==> src/rtl/fwft_fifo_param.sv <==
// First-word-fall-through FIFO: register-file store with synchronous write and
// combinational head read, wrap-bit pointers, level flags and error pulses.
module fwft_fifo_param #(
  parameter int DATA_W   = 8,
  parameter int ADDR_W   = 3,
  parameter int AF_LEVEL = (1 << ADDR_W) - 1,
  parameter int AE_LEVEL = 1
) (
  input  logic              clk,
  input  logic              rst_n,
  input  logic              wr_en,
  input  logic [DATA_W-1:0] wr_data,
  input  logic              rd_en,
  output logic [DATA_W-1:0] rd_data,
  output logic              full,
  output logic              empty,
  output logic              almost_full,
  output logic              almost_empty,
  output logic [ADDR_W:0]   count,
  output logic              overflow,
  output logic              underflow
);

  localparam int DEPTH = 1 << ADDR_W;
  localparam logic [ADDR_W:0] AF_L = (ADDR_W+1)'(AF_LEVEL);
  localparam logic [ADDR_W:0] AE_L = (ADDR_W+1)'(AE_LEVEL);

  logic [DATA_W-1:0] mem [DEPTH];
  logic [ADDR_W:0]   wr_ptr;
  logic [ADDR_W:0]   rd_ptr;
  logic              wr_acc;
  logic              rd_acc;

  // Handshake: a write transfers on a rising edge when wr_en=1 and full=0; a
  // read (pop of the word shown on rd_data) transfers when rd_en=1 and empty=0.
  // Requests made against full/empty are dropped and reported one cycle later.
  assign wr_acc = wr_en && !full;
  assign rd_acc = rd_en && !empty;

  assign empty        = (wr_ptr == rd_ptr);
  assign full         = (wr_ptr[ADDR_W] != rd_ptr[ADDR_W]) &&
                        (wr_ptr[ADDR_W-1:0] == rd_ptr[ADDR_W-1:0]);
  assign count        = wr_ptr - rd_ptr;
  assign almost_full  = (count >= AF_L);
  assign almost_empty = (count <= AE_L);
  assign rd_data      = mem[rd_ptr[ADDR_W-1:0]];

  // Storage carries no reset; stale contents are unreachable once pointers clear.
  always_ff @(posedge clk) begin
    if (wr_acc) mem[wr_ptr[ADDR_W-1:0]] <= wr_data;
  end

  always_ff @(posedge clk or negedge rst_n) begin
    if (!rst_n) begin
      wr_ptr    <= '0;
      rd_ptr    <= '0;
      overflow  <= 1'b0;
      underflow <= 1'b0;
    end else begin
      if (wr_acc) wr_ptr <= wr_ptr + 1'b1;
      if (rd_acc) rd_ptr <= rd_ptr + 1'b1;
      overflow  <= wr_en && full;
      underflow <= rd_en && empty;
    end
  end

endmodule

==> config.mk <==
export PLATFORM = sky130hd
export DESIGN_NAME = fwft_fifo_param
export DESIGN_NICKNAME = d
export VERILOG_FILES = /design/src/rtl/fwft_fifo_param.sv
export SDC_FILE = /design/constraint.sdc
export NUM_CORES = 1
export LEC_CHECK = 0
export CAP_MARGIN = 10
export CORE_MARGIN = 3
export CORE_UTILIZATION = 42
export DETAILED_ROUTE_END_ITERATION = 10
export SYNTH_ARGS = -nofsm -noshare
export SYNTH_HDL_FRONTEND = slang
export SYNTH_SLANG_ARGS = --single-unit
==> constraint.sdc <==
create_clock -name clk -period 8.5 [get_ports clk]
set_input_delay 1.7 -clock clk [delete_from_list [all_inputs] [get_ports clk]]
set_output_delay 1.7 -clock clk [all_outputs]
set_load 0.005 [all_outputs]
==> results.md <==
- First-pass GRT wire length: 9.33 mm
- Power density over the cells: 384 nW/um^2
- Initial antenna violation count: 0
- Yosys top cell area share: 0.616
- Grt total ovfl: 0
- Sequential share of power: 0.389
- Final Cycle Share: 0.560
- DP Wirelength: 3.71 mm
- Max IR drop VDD: 171 uV
- NetSw: 459 uW
- R2R setup slack: 5.24 ns
- EDFF count, synth: 64
- Top cells by area, synth: edfxtp_1, dfrtp_1, mux4_1
- Worst Setup End Kind: primary output
- Placed Area: 3520 sq um
- Clk Latency, worst-skew pair: 0.34 ns
- Cells on worst reg2reg path: 5
- DR iter-0 viols: 123
- Primary FF master, synth: edfxtp_1
- Synth cell types: 31
- Hold Startpoint: rd_ptr[3]$_DFFE_PN0P_
- Fraction of registers with async set or reset after synthesis: 0.135
- Worst Hold Path EP: rd_ptr[3]$_DFFE_PN0P_
- Antenna viol nets, final: 0
- Synth warn: 0
- IO buf count: 29
- Final Hold Fails: 0
- Critical Path, Cell by Cell: ha_1 > fa_1 > o32ai_1 > clkdlybuf4s50_1
- Most frequent cell after synthesis: edfxtp_1
- Commonest cells in the netlist: edfxtp_1, nand2_1, dfrtp_1, mux4_1, mux4_2
- Critical path data required time: 6.80 ns
- Int Power: 980 uW
- Hold Crit Class: flip-flop to flip-flop
- Fin area: 3750 sq um
- Final Critical Period: 4.76 ns
- Global placement routability congestion: 0.774
- RSZ-0062 raised after global routing: no
- Mux contribution to synthesized area: 0.135
- # Post-CTS Setup Buffers: 0
- Synth Area in Compound Gates: 0.0277
- Total of max-cap violations: 0
- Sw Ratio: 0.319
- CP Max Fanout: 20
- Layout cells sized above 1: 0.158
- CTS Hold Buffers Added: 0
- Logic pwr share: 0.392
- Ports: 30
- Htree depth: 3
- Status: completed
- Worst Skew: 0.00962 ns
- Clock power frac: 0.219
- Mapped cell area: 3120 sq um
- Crit path arrival time: 3.06 ns
- Area of the multi-input gates: 895 sq um
- Vias in the first global route: 1,738
- Drt pass-1 iters: 4
- Count of final setup violators: 0
- Slowest CP cell: dfrtp_1
- Syn nets: 193
- Register Area: 2170 sq um
- Main combinational cell family by area after synthesis: multiplexers
- WP buf/inv: 1
- Cts bufs inserted: 9
- PnR Total Power: 1.44 mW
- Core area: 6980 sq um
- Post-synthesis sequential area ratio: 0.696
- Pleak: 1.35 nW
- CTS Root Cell: clkbuf_8
- Initial Util: 0.447
- Vias per Instance: 5.27
- Simple-gate share of the synthesized area: 0.0630
- Worst path top cell family by delay: flip-flops
- Sinks on the clock net: 74
- Die footprint: 8500 sq um
- DR vias: 1,639
- Highest Clock Rate: 210 MHz
- Drt drc: 0
- TritonCTS clock tree: yes
- Routed wire length per instance: 19.0 um
- Die X: 92.2 um
- Die H: 92.2 um
- Syn Area/Cell: 17.8 sq um
- Clk buf depth: 2
- Clk slew on worst S/H paths: 0.07 ns
- Area leader, netlist: edfxtp_1
- Setup TNS: 0 ns
- CP startpoint kind: flip-flop
- Largest net degree at the start of global routing: 22
- Detailed-route wire length: 5.91 mm
- NumNets Final: 229
- Fin. max-slew vios: 0
- Yosys reg bits: 74
- Slew HR: 0.182
- Hold Path Cell Cnt: 1
- Kind of critical path: flip-flop to primary output
- Antenna diodes: 0
- CP max stage delay: 1.09 ns
- GR Util All Layers: 0.151
- Area grow syn2layout: 20.2%
- Rows: 30
- FF-to-FF End: mem[5][0]$_DFFE_PP_
- Least-Margin Pin Slew: 1.23 ns
- Post-Synth Adder-Cell Area: 0.0265
- Resized cells post-CTS: 0
- Cells after synthesis: 175
- Post-Synth XOR/XNOR Area: 0.0301
- Fillcell total: 586
- FF-to-FF Start: rd_ptr[2]$_DFFE_PN0P_
## through the flow
step / utilization / hold slack [ns] / setup WS, ns / cells
after floorplan: - / 0.547 / 5.18 / 175
after global placement: 0.504 / 0.569 / 4.15 / 296
after detailed placement: 0.504 / 0.586 / 4.04 / 296
after CTS: 0.537 / 0.599 / 3.65 / 311
after global routing: 0.537 / 0.612 / 3.51 / 311
final: 0.537 / 0.593 / 3.74 / 311
## final cells by class
class | count | area share
Clock inverter | 6 | 0.0284
Multi-Input combinational cell | 88 | 0.239
Inverter | 7 | 0.00701
Clock buffer | 9 | 0.0330
Timing Repair Buffer | 31 | 0.0814
Sequential cell | 74 | 0.579
Tap cell | 96 | 0.0320
## per-layer routing
layer	share of wire	track usage	vias to the layer above
li1	-	-	753
met1	0.44	0.190	844
met2	0.51	0.246	31
met3	0.029	0.0353	11
met4	0.018	0.0743	0
met5	0	0	-
## flip-flops by register name, indices dropped and copies added (netlist names)
name	count
mem	64
overflow	1
rd_ptr	4
underflow	1
wr_ptr	4
## logic make-up after synthesis
| kind of cell | Yosys count |
|---|---|
| xor gates and xnor gates | 9 |
| DFF | 74 |
| muxes | 18 |
| adders and majority gates | 6 |
| and+or+nand+nor | 44 |
| buffers and inverters | 13 |
| AOI/OAI and AO/OA | 11 |
## worst max path at each step
stage	from	endpoint	slack [ns]	depth (start not counted)
finish	rd_ptr[0]$_DFFE_PN0P_	almost_full	3.74	4
global route	rd_ptr[2]$_DFFE_PN0P_	almost_empty	3.51	6
CTS	rd_ptr[0]$_DFFE_PN0P_	almost_full	3.65	4
detailed placement	rd_ptr[0]$_DFFE_PN0P_	almost_full	4.04	4
global placement	rd_ptr[0]$_DFFE_PN0P_	almost_full	4.15	4
floorplan	rd_ptr[1]$_DFFE_PN0P_	almost_empty	5.18	7
## power groups by stage
stage	clock, mW	combinational, mW	sequential [mW]
global placement	0	0.552	0.564
global route	0.339	0.622	0.573
detailed placement	0	0.572	0.572
finish	0.315	0.564	0.561
floorplan	0	0.375	0.504
CTS	0.322	0.574	0.564
## cell usage in the layout (no fill, tap or decap), types with 3 or more instances in the layout
cell / netlist / final
clkdlybuf4s50_1: 0 / 29
xor2_1: 3 / 3
o211ai_1: 3 / 3
ha_1: 5 / 5
mux4_2: 8 / 8
bufinv_16: 0 / 3
mux4_1: 8 / 8
nor2_1: 5 / 5
edfxtp_1: 64 / 64
nand2_1: 26 / 26
inv_1: 6 / 6
a21oi_1: 4 / 4
xnor2_1: 4 / 4
nor3_2: 0 / 3
dfrtp_1: 10 / 10
clkbuf_8: 0 / 9
clkinv_1: 1 / 3
Power figures use the tool's default switching activity.
